## src/rtl/intr_ctrl_if.sv

```systemverilog
// Port bundle for intr_ctrl: interrupt sources, per-port config and ack in;
// registered vector request, pending and timeout status out.
interface intr_ctrl_if #(
  parameter int PORTS = 8
);
  localparam int NUM_W = $clog2(PORTS);

  logic [PORTS-1:0] intr;
  logic [PORTS-1:0] intr_edge_mode;
  logic [PORTS-1:0] intr_mask;
  logic             intr_vec_ack;
  logic             intr_vec_req;
  logic [NUM_W-1:0] intr_num;
  logic [PORTS-1:0] intr_onehot;
  logic [PORTS-1:0] intr_pending;
  logic             intr_timeout;

  modport master (
    output intr, intr_edge_mode, intr_mask, intr_vec_ack,
    input  intr_vec_req, intr_num, intr_onehot, intr_pending, intr_timeout
  );

  modport slave (
    input  intr, intr_edge_mode, intr_mask, intr_vec_ack,
    output intr_vec_req, intr_num, intr_onehot, intr_pending, intr_timeout
  );
endinterface

```

## src/rtl/intr_ctrl.sv

```systemverilog
// Prioritised interrupt controller: edge/level pending capture, one vector
// request at a time, idle gap after each ack. Optional request timeout with INTR_CTRL_TIMEOUT_EN.
module intr_ctrl #(
  parameter int PORTS             = 8,
  parameter int LSB_HIGH_PRIORITY = 1,
  parameter int GAP_CYCLES        = 2,
  parameter int TIMEOUT_CYCLES    = 16
) (
  input  logic        clk,
  input  logic        rst,
  intr_ctrl_if.slave  bus
);

  localparam int NUM_W   = $clog2(PORTS);
  localparam int CNT_MAX = (GAP_CYCLES > TIMEOUT_CYCLES) ? GAP_CYCLES : TIMEOUT_CYCLES;
  localparam int CNT_W   = $clog2(CNT_MAX + 1);

  typedef enum logic [1:0] {S_IDLE, S_REQ, S_GAP} state_t;

  state_t           state, state_nxt;
  logic [PORTS-1:0] intr_last;
  logic [PORTS-1:0] pending_q, pending_nxt;
  logic [PORTS-1:0] edge_det, cand, ack_clr;
  logic [PORTS-1:0] sel_onehot;
  logic [NUM_W-1:0] sel_num;
  logic             sel_valid;
  logic             req_q, req_nxt;
  logic [NUM_W-1:0] num_q, num_nxt;
  logic [PORTS-1:0] onehot_q, onehot_nxt;
  logic [CNT_W-1:0] cnt, cnt_nxt;
`ifdef INTR_CTRL_TIMEOUT_EN
  logic             timeout_q, timeout_nxt;
`endif

  // Masked ports keep their pending bit but are hidden from selection.
  always_comb begin
    edge_det  = bus.intr & ~intr_last;
    cand      = pending_q & ~bus.intr_mask;
    sel_valid = |cand;
    sel_num   = '0;
    if (LSB_HIGH_PRIORITY != 0) begin
      for (int i = PORTS - 1; i >= 0; i--)
        if (cand[i]) sel_num = NUM_W'(i);
    end else begin
      for (int i = 0; i < PORTS; i++)
        if (cand[i]) sel_num = NUM_W'(i);
    end
    sel_onehot = PORTS'(1) << sel_num;
  end

  always_comb begin
    state_nxt  = state;
    req_nxt    = req_q;
    num_nxt    = num_q;
    onehot_nxt = onehot_q;
    cnt_nxt    = cnt;
    ack_clr    = '0;
`ifdef INTR_CTRL_TIMEOUT_EN
    timeout_nxt = 1'b0;
`endif
    case (state)
      S_IDLE: begin
        if (sel_valid) begin
          state_nxt  = S_REQ;
          req_nxt    = 1'b1;
          num_nxt    = sel_num;
          onehot_nxt = sel_onehot;
`ifdef INTR_CTRL_TIMEOUT_EN
          cnt_nxt    = CNT_W'(TIMEOUT_CYCLES);
`endif
        end
      end
      S_REQ: begin
        if (bus.intr_vec_ack) begin
          state_nxt  = S_GAP;
          req_nxt    = 1'b0;
          num_nxt    = '0;
          onehot_nxt = '0;
          ack_clr    = onehot_q;
          cnt_nxt    = CNT_W'(GAP_CYCLES);
        end
`ifdef INTR_CTRL_TIMEOUT_EN
        // Timed-out request is dropped but its pending bit is kept for a retry.
        else if (cnt == CNT_W'(1)) begin
          state_nxt   = S_GAP;
          req_nxt     = 1'b0;
          num_nxt     = '0;
          onehot_nxt  = '0;
          timeout_nxt = 1'b1;
          cnt_nxt     = CNT_W'(GAP_CYCLES);
        end else begin
          cnt_nxt = cnt - CNT_W'(1);
        end
`endif
      end
      S_GAP: begin
        cnt_nxt = cnt - CNT_W'(1);
        if (cnt == CNT_W'(1)) state_nxt = S_IDLE;
      end
      default: state_nxt = S_IDLE;
    endcase
  end

  // A new edge on the port being acknowledged wins over the clear.
  assign pending_nxt = (bus.intr_edge_mode & (edge_det | (pending_q & ~ack_clr)))
                     | (~bus.intr_edge_mode & bus.intr);

  always_ff @(posedge clk or posedge rst) begin
    if (rst) begin
      state     <= S_IDLE;
      intr_last <= '0;
      pending_q <= '0;
      req_q     <= 1'b0;
      num_q     <= '0;
      onehot_q  <= '0;
      cnt       <= '0;
    end else begin
      state     <= state_nxt;
      intr_last <= bus.intr;
      pending_q <= pending_nxt;
      req_q     <= req_nxt;
      num_q     <= num_nxt;
      onehot_q  <= onehot_nxt;
      cnt       <= cnt_nxt;
    end
  end

`ifdef INTR_CTRL_TIMEOUT_EN
  always_ff @(posedge clk or posedge rst) begin
    if (rst) timeout_q <= 1'b0;
    else     timeout_q <= timeout_nxt;
  end
  assign bus.intr_timeout = timeout_q;
`else
  assign bus.intr_timeout = 1'b0;
`endif

  assign bus.intr_vec_req = req_q;
  assign bus.intr_num     = num_q;
  assign bus.intr_onehot  = onehot_q;
  assign bus.intr_pending = pending_q;

endmodule

```

## src/flat_wrapper.sv

```systemverilog
// flat-port wrapper written by rule: the top's interface ports become plain ports
module intr_ctrl_flat 
#(
  parameter int PORTS             = 8,
  parameter int LSB_HIGH_PRIORITY = 1,
  parameter int GAP_CYCLES        = 2,
  parameter int TIMEOUT_CYCLES    = 16
)
  (clk, rst, bus_intr, bus_intr_edge_mode, bus_intr_mask, bus_intr_vec_ack, bus_intr_vec_req, bus_intr_num, bus_intr_onehot, bus_intr_pending, bus_intr_timeout);
  intr_ctrl_if #(.PORTS(PORTS)) bus_i ();
  input  logic clk;
  input  logic rst;
  input wire logic [$bits(bus_i.intr)-1:0] bus_intr;
  input wire logic [$bits(bus_i.intr_edge_mode)-1:0] bus_intr_edge_mode;
  input wire logic [$bits(bus_i.intr_mask)-1:0] bus_intr_mask;
  input wire logic [$bits(bus_i.intr_vec_ack)-1:0] bus_intr_vec_ack;
  output wire logic [$bits(bus_i.intr_vec_req)-1:0] bus_intr_vec_req;
  output wire logic [$bits(bus_i.intr_num)-1:0] bus_intr_num;
  output wire logic [$bits(bus_i.intr_onehot)-1:0] bus_intr_onehot;
  output wire logic [$bits(bus_i.intr_pending)-1:0] bus_intr_pending;
  output wire logic [$bits(bus_i.intr_timeout)-1:0] bus_intr_timeout;
  assign bus_i.intr = bus_intr;
  assign bus_i.intr_edge_mode = bus_intr_edge_mode;
  assign bus_i.intr_mask = bus_intr_mask;
  assign bus_i.intr_vec_ack = bus_intr_vec_ack;
  assign bus_intr_vec_req = bus_i.intr_vec_req;
  assign bus_intr_num = bus_i.intr_num;
  assign bus_intr_onehot = bus_i.intr_onehot;
  assign bus_intr_pending = bus_i.intr_pending;
  assign bus_intr_timeout = bus_i.intr_timeout;
  intr_ctrl #(.PORTS(PORTS), .LSB_HIGH_PRIORITY(LSB_HIGH_PRIORITY), .GAP_CYCLES(GAP_CYCLES), .TIMEOUT_CYCLES(TIMEOUT_CYCLES)) u_core (.clk(clk), .rst(rst), .bus(bus_i));
endmodule
```

## config.mk

```make
export PLATFORM = sky130hd
export DESIGN_NAME = intr_ctrl_flat
export DESIGN_NICKNAME = d
export VERILOG_FILES = /design/src/rtl/intr_ctrl_if.sv /design/src/rtl/intr_ctrl.sv /design/src/flat_wrapper.sv
export SDC_FILE = /design/constraint.sdc
export NUM_CORES = 1
export LEC_CHECK = 0
export BUFFER_PORTS_ARGS = -buffer_cell sky130_fd_sc_hd__buf_2
export CORE_MARGIN = 2
export CORE_UTILIZATION = 45
export CTS_CLUSTER_SIZE = 8
export DETAILED_ROUTE_END_ITERATION = 16
export HOLD_SLACK_MARGIN = 0.12
export PLACE_DENSITY = 0.75
export SETUP_SLACK_MARGIN = 0.3
export SYNTH_ARGS = -nofsm -noshare
export SYNTH_HDL_FRONTEND = slang
export SYNTH_SLANG_ARGS = --single-unit
```

## constraint.sdc

```tcl
create_clock -name clk -period 1.5 [get_ports clk]
set_input_delay 0.3 -clock clk [delete_from_list [all_inputs] [get_ports clk]]
set_output_delay 0.3 -clock clk [all_outputs]
set_load 0.005 [all_outputs]
```

### Word-level counts from Yosys, hierarchy flattened

Cells that the tools add are included.

* register bits after elaboration: 35

* $add $sub $neg: 1
* equality and inequality tests: 6
* shifts and indexed selects: 1
* multiplexer cells: 25
* bitwise gates (word level): 11
* reductions and logical operators: 7

Operators by type and width (number)
* $and A8 B8 Y8: 5
* $mux W8: 4
* $not A8 Y8: 4
* $mux W3: 10
* $or A8 B8 Y8: 2
* $pmux W8 S2: 1
* $pmux W5 S2: 1
* $reduce_or A8 Y1: 1
* $shl A1 B3 Y8 const A: 1
* $mux W2: 3
* $pmux W2 S3: 1
* $pmux W3 S2: 1
* $reduce_and A3 Y1: 2
* $eq A5 B1 Y1 const B: 1
* $mux W5: 1
* $sub A5 B1 Y5 const B: 1
* $ne A2 B1 Y1 const B: 2
* $reduce_bool A2 Y1: 2
* $eq A2 B1 Y1 const B: 1
* $eq A2 B2 Y1 const B: 1
* $logic_not A2 Y1: 1
* $mux W1: 2
* $ne A2 B2 Y1 const B: 1
* $pmux W1 S2: 1
* $reduce_and A2 Y1: 1

### Depth between registers and ports, before layout

Gate-level depths: netlist (run 1).

* depth after elaboration: 13
* depth in mapped cells: 6

### Worst setup path before layout (run 1)

No wires, ideal clock.

* kind: reg2reg
* start point: register u_core.state[1]
* end point: register u_core.onehot_q[4] (netlist: u_core.bus.intr_onehot[4])
* setup time: 121 ps
* arrival time: 1369 ps
* required time: 1379 ps
* path slack: 10 ps
* cell stages (with the launch flop): 7
* path buffers: 2
* cells stage by stage: dfrtp_1 > nand2b_4 > or2_0 > buf_2 > and2_4 > buf_6 > a22o_1

* word-level cells in the longest chain between the ends: 3
* elaborated cells on any way between the ends: 7

RTL lines
* start: declaration: line intr_ctrl.sv:20 `state_t state, state_nxt;`
* start signal: assignment: line intr_ctrl.sv:118 `state <= state_nxt;`
* $eq A2 B1 Y1 / $logic_not A2 Y1 (equally long branches): line intr_ctrl.sv:61 `case (state)`
* $ne A2 B2 Y1 (no line) (tied with other cells)
* $reduce_and A3 Y1 (no line)
* end signal: assignment: line intr_ctrl.sv:123 `onehot_q <= onehot_nxt;`
* end: declaration: line intr_ctrl.sv:29 `logic [PORTS-1:0] onehot_q, onehot_nxt;`

Several ways; a longest one is shown, not always the timed one.
A chain may end at the register's enable or synchronous reset.

### Worst setup path after layout (run 1)

* start point: register u_core.state[1]
* end point: register u_core.onehot_q[1] (netlist: u_core.bus.intr_onehot[1])

Same word-level chain as after synthesis.

==> impl_metrics.env, run 1 <==
export IMPL_place_area_um2=1850
export IMPL_num_antenna_cells=0
export IMPL_crit_chain="nand2b_4 -> or2_4 -> and2_4 -> a32o_1"
export IMPL_status="finished, final reports clean"
export IMPL_critPathLaunchType="flop"
export IMPL_std_cell_rows=21
export IMPL_clock_latency_ns=0.35
export IMPL_coreArea_um2=3280
export IMPL_die_area_um2=3850
export IMPL_io_buffers=46
export IMPL_cp_data_required_time_ns=1.73
export IMPL_grt_first_pass_wirelength_um=6240
export IMPL_path_class="flop to flop"
export IMPL_netlist_area_um2=1520
export IMPL_grt_max_degree=36
export IMPL_drc=0
export IMPL_avgSynthCellArea_um2=11.2
export IMPL_routedWlPerCell_um=16.5
export IMPL_ys_ff_latch=35
export IMPL_post_synth_num_cell_types=40
export IMPL_synth_top_area_share=0.578
export IMPL_final_setup_viol_count=0
export IMPL_hold_path_class="input pin to flop"
export IMPL_numCtsBuffers=5
export IMPL_fmax_mhz=688
export IMPL_final_util=0.754
export IMPL_grt_pass1_vias=1394
export IMPL_htreeDepth=2
export IMPL_ys_seq_area_frac=0.578
export IMPL_drt_pass1_iterations=4
export IMPL_dp_hpwl_um=2520
export IMPL_drtIter0Drc=68
export IMPL_finalClockSkew_ns=0.0111
export IMPL_fp_dieW_um=62.1
export IMPL_slowest_stage="dfrtp_2"
export IMPL_ioPinCount=48
export IMPL_place_inst=233
export IMPL_synth_area_leaders="dfrtp_1 (58%), a32o_1 (5.9%), nand2_1 (5.4%), a22o_1 (3.5%), nand2b_1 (2.1%)"
export IMPL_gp_congestion=0.858
export IMPL_ant_nets=0
export IMPL_ir_drop_uv=1030
export IMPL_syn_inst=135
export IMPL_rsz0062_at_grt="yes"
export IMPL_dpl_worst_slack_ns=-0.00971
export IMPL_final_area_um2=2470
export IMPL_die_h_um=62.1
export IMPL_cts_tree="yes"
export IMPL_vias_per_cell=5.31
export IMPL_leakage_nw=1.21
export IMPL_worst_slack_ns=0.0473
export IMPL_maxCapViolations=0
export IMPL_worstSetupEndpointType="flop"
export IMPL_overflow=0
export IMPL_cts_sinks=35
export IMPL_num_vias=1498
export IMPL_start_util=0.462
export IMPL_power_density_nw_per_um2=1460
export IMPL_drive_gt1_frac=0.581
export IMPL_ys_warn_count=0
export IMPL_syn_num_nets=164
export IMPL_slew_viol_final=0
export IMPL_finalWirelength_um=4660
export IMPL_yosys_area_top_type="dfrtp_1"
export IMPL_cts_clk_slew_worst_paths_ns=0.10
export IMPL_worstPathArrival_ns=1.69
export IMPL_grt_usage=0.232
export IMPL_period_minus_slack_ns=1.45
export IMPL_period_share=0.968
export IMPL_instances_no_fill=282
export IMPL_max_stage_delay_ns=0.48
export IMPL_synthToLayoutAreaGrowth_pct=63.2
export IMPL_r2r_setup_slack_ns=0.05
export IMPL_crit_fanout=5
export IMPL_cts_root_buffer="clkbuf_4"
export IMPL_final_nets=264
export IMPL_setup_tns_ns=0
export IMPL_antenna_found_initial=0
export IMPL_hold_violations=0
export IMPL_clockBufferDepth=2
==> cells in the mapped netlist <==
master and count:
a21o_1 1, a21oi_1 1, a21oi_2 1, a22o_1 6
a31o_1 1, a31oi_1 1, a32o_1 9, a41o_2 1
and2_1 1, and2_4 1, and2b_1 1, and2b_2 1
and3_1 1, buf_2 1, buf_4 1, buf_6 1
conb_1 1, dfrtp_1 35, ha_1 2, inv_1 6
nand2_1 22, nand2b_1 5, nand2b_4 1, nand3_1 6
nand3b_1 1, nor2_1 4, nor2b_1 2, nor2b_4 1
nor3_1 1, nor4_2 1, nor4b_1 1, o211ai_1 1
o21ai_0 6, o21ai_1 4, o2bb2ai_1 1, o311ai_0 1
o41ai_1 1, or2_0 1, or2b_1 1, or4_1 1
==> where the power goes <==
part,switching [mW],internal (mW)
Clock,0.315,0.183
Sequential,0.245,1.17
Combinational,0.749,0.955
Total,1.31,2.31
==> layer usage <==
metal  share of wire  GRT usage  vias to the layer above
met5               0          0                        -
met4           0.027      0.128                        0
met3           0.061     0.0580                       14
met2            0.53      0.397                       60
met1            0.39      0.264                      733
li1                -          -                      691
==> metrics by stage <==
stage               hold slack (ns)  total power [mW]
floorplan                     0.331              1.93
global placement              0.411              2.24
detailed placement            0.424              2.30
CTS                           0.142              3.21
global route                  0.169              3.82
finish                        0.156              3.62
==> repair_timing <==
action	CTS	global route
setup endpoints to repair	33	46
setup buffers	15	15
gates cloned	2	0
hold endpoints to repair	43	0
gates resized for setup	39	27
hold buffers	9	0
pin swaps	26	10
==> cells in the final DEF, fill, tap and decap left out, types with 2 or more instances in the layout <==
| cell type | count |
|---|---|
| inv_1 | 3 |
| a32o_1 | 9 |
| clkbuf_4 | 5 |
| buf_2 | 43 |
| dfrtp_1 | 31 |
| nor2b_4 | 3 |
| o21ai_2 | 3 |
| nand2b_1 | 4 |
| o21ai_1 | 5 |
| and2_4 | 3 |
| nand3_2 | 3 |
| a22o_1 | 6 |
| nand2_2 | 9 |
| nand2b_4 | 2 |
| dlygate4sd3_1 | 9 |
| nand2_1 | 13 |
| nor2_4 | 3 |
| clkbuf_1 | 2 |
| nand3_1 | 3 |
| o21ai_0 | 2 |
| inv_2 | 3 |
| dfrtp_2 | 4 |
| buf_4 | 30 |
| buf_6 | 11 |
==> sequential cells by signal (all words and copies together) (netlist names) <==
register / cells
u_core.bus.intr_onehot: 8
u_core.bus.intr_pending: 8
u_core.cnt: 5
u_core.state: 2
u_core.bus.intr_vec_req: 1
u_core.bus.intr_num: 3
u_core.intr_last: 8
==> final cells by class <==
type                            count  area [µm²]
Inverter                            6        22.5
Timing Repair Buffer               95         689
Clock inverter                      1        5.00
Tap cell                           46        57.6
Sequential cell                    35         881
Fill cell                         223         810
Multi-Input combinational cell     92         774
Clock buffer                        7        45.0
==> path summary, 6_finish.rpt <==
path | start | endpoint | cells after the start
worst min register to register | u_core.bus.intr_vec_req | u_core.bus.intr_vec_req | 2
worst max-delay path | u_core.state[1] | u_core.bus.intr_onehot[1] | 4
worst max register to register | u_core.state[1] | u_core.bus.intr_onehot[1] | 4
worst min-delay path | bus_intr_vec_ack | u_core.state[0] | 2
max in group asynchronous | rst | u_core.state[0] | 4
min in group asynchronous | rst | u_core.bus.intr_pending[5] | 4
==> logic make-up after synthesis <==
group | synth area share
and+or+nand+nor | 0.192
buffers and inverters | 0.0305
AOI/OAI and AO/OA | 0.181
adders and majority gates | 0.0165
DFF | 0.578
other | 0.00247
==> critical path, delay by kind of cell (launching register included) <==
family	cells	cell delay, ns
compound gates	1	0.22
simple gates	3	0.63
flops	1	0.48
No activity file was read; power rests on OpenSTA's default activity.
==> inputs of run 2 (changes only) <==
Settings changed: SETUP_SLACK_MARGIN 0.3 to 0.02.
==> impl_metrics.env, run 2 (synthesis results as in run 1) <==
export IMPL_status="finished, final reports clean"
export IMPL_most_common_layout_cells="buf_2 (46), dfrtp_1 (33), nand2_1 (22), buf_4 (15)"
export IMPL_vias_per_cell=5.20
export IMPL_die_h_um=62.1
export IMPL_crit_fanout=9
export IMPL_fillers=269
export IMPL_drtIter0Drc=52
export IMPL_worstSetupEndpointType="flop"
export IMPL_setup_tns_ns=0
export IMPL_hold_slack_ns=0.181
export IMPL_critPathLaunchType="flop"
export IMPL_ant_nets=0
export IMPL_finalWirelength_um=3540
export IMPL_io_buffers=46
export IMPL_rsz0062_at_grt="no"
export IMPL_maxCapViolations=0
export IMPL_cp_data_required_time_ns=1.74
export IMPL_overflow=0
export IMPL_grt_pass1_vias=1296
export IMPL_final_area_um2=2060
export IMPL_power_density_nw_per_um2=1390
export IMPL_period_minus_slack_ns=1.44
export IMPL_p_int_mw=1.86
export IMPL_synthToLayoutAreaGrowth_pct=36.0
export IMPL_final_nets=238
export IMPL_grt_usage=0.191
export IMPL_p_switching_mw=1.01
export IMPL_path_class="flop to flop"
export IMPL_gp_congestion=0.740
export IMPL_worst_slack_ns=0.0641
export IMPL_grt_max_degree=36
export IMPL_drive_gt1_frac=0.400
export IMPL_hold_violations=0
export IMPL_slew_viol_final=0
export IMPL_swShare=0.352
export IMPL_drc=0
export IMPL_hold_path_class="input pin to flop"
export IMPL_finalClockSkew_ns=0.0124
export IMPL_period_share=0.957
export IMPL_power_frac_seq=0.480
export IMPL_worstPathArrival_ns=1.68
export IMPL_cts_tree="yes"
export IMPL_start_util=0.462
export IMPL_leakage_nw=1.02
export IMPL_dp_hpwl_um=2600
export IMPL_final_common_cell="buf_2"
export IMPL_cts_clk_slew_worst_paths_ns=0.11
export IMPL_final_setup_viol_count=0
export IMPL_htreeDepth=2
export IMPL_dpl_worst_slack_ns=-0.0169
export IMPL_fmax_mhz=696
export IMPL_fp_dieW_um=62.1
export IMPL_numCtsBuffers=5
export IMPL_antenna_found_initial=0
export IMPL_ir_drop_uv=857
export IMPL_num_vias=1331
export IMPL_place_area_um2=1860
export IMPL_clkPwrFrac=0.172
export IMPL_clock_latency_ns=0.34
export IMPL_num_antenna_cells=0
export IMPL_grt_first_pass_wirelength_um=5270
export IMPL_drt_pass1_iterations=4
export IMPL_routedWlPerCell_um=13.8
export IMPL_die_area_um2=3850
export IMPL_cts_sinks=35
export IMPL_clockBufferDepth=2
export IMPL_std_cell_rows=21
export IMPL_comb_power_share=0.348
export IMPL_ioPinCount=48
export IMPL_cts_root_buffer="clkbuf_4"
export IMPL_coreArea_um2=3280
run 2: changes by cell type in the layout (fill, tap and decap cells not counted), sizes merged:
cell	before	now
clkbuf	7	5
and2	3	2
buf	86	61
clkinv	1	3
run 2: timing repair:
item	in CTS	in global routing
setup endpoints to repair	2	12
endpoints found under the hold margin	43	0
resized for setup	2	9
setup buffers	0	4
pin swaps	0	0
hold buffers	9	0
run 2: final timing paths:
check / startpoint / to / slack [ns] / depth (start not counted)
min in group asynchronous: rst / u_core.bus.intr_onehot[4] / 0.59 / 4
worst min-delay path: bus_intr_vec_ack / u_core.state[0] / 0.18 / 2
max in group asynchronous: rst / u_core.state[0] / 0.57 / 4
worst max register to register: u_core.bus.intr_pending[1] / u_core.bus.intr_onehot[4] / 0.06 / 5
worst max-delay path: u_core.bus.intr_pending[1] / u_core.bus.intr_onehot[4] / 0.06 / 5
worst min register to register: u_core.bus.intr_vec_req / u_core.bus.intr_vec_req / 0.49 / 2
run 2: area by class of cell:
type	instances	area, µm²	area share
repair buffers	70	433	0.210
clock buffers	5	37.5	0.0182
clock inverters	3	15.0	0.00728
inverters	6	22.5	0.0109
flip-flops and latches	35	878	0.426
well taps	46	57.6	0.0279
multi-input cells	91	618	0.300
run 2: critical path: stages, from the launching register on:
cell and delay (ns):
dfrtp_1 0.37, and2b_2 0.20, nor2_1 0.07, a41o_2 0.28, and2_4 0.17, a22o_1 0.24
run 2: stage by stage:
| step | power [mW] | instances | utilization |
|---|---|---|---|
| final | 2.87 | 256 | 0.628 |
| after global placement | 2.25 | 235 | 0.567 |
| after global routing | 3.09 | 256 | 0.628 |
| after floorplan | 1.93 | 135 | - |
| after CTS | 2.85 | 252 | 0.613 |
| after detailed placement | 2.32 | 235 | 0.567 |
run 2: metal layers:
metal,track usage,wire [µm],up-vias
met1,0.206,1480,652
met3,0.0663,165,6
met5,0,0,-
met2,0.339,1850,33
met4,0.0760,42,0
li1,-,-,640
run 2: power by group through the flow:
stage	clock network (mW)	registers, mW	logic (mW)
after CTS	0.513	1.37	0.972
after global routing	0.556	1.40	1.13
after detailed placement	0	1.38	0.943
after global placement	0	1.36	0.888
after floorplan	0	1.35	0.583
final	0.495	1.38	1.00
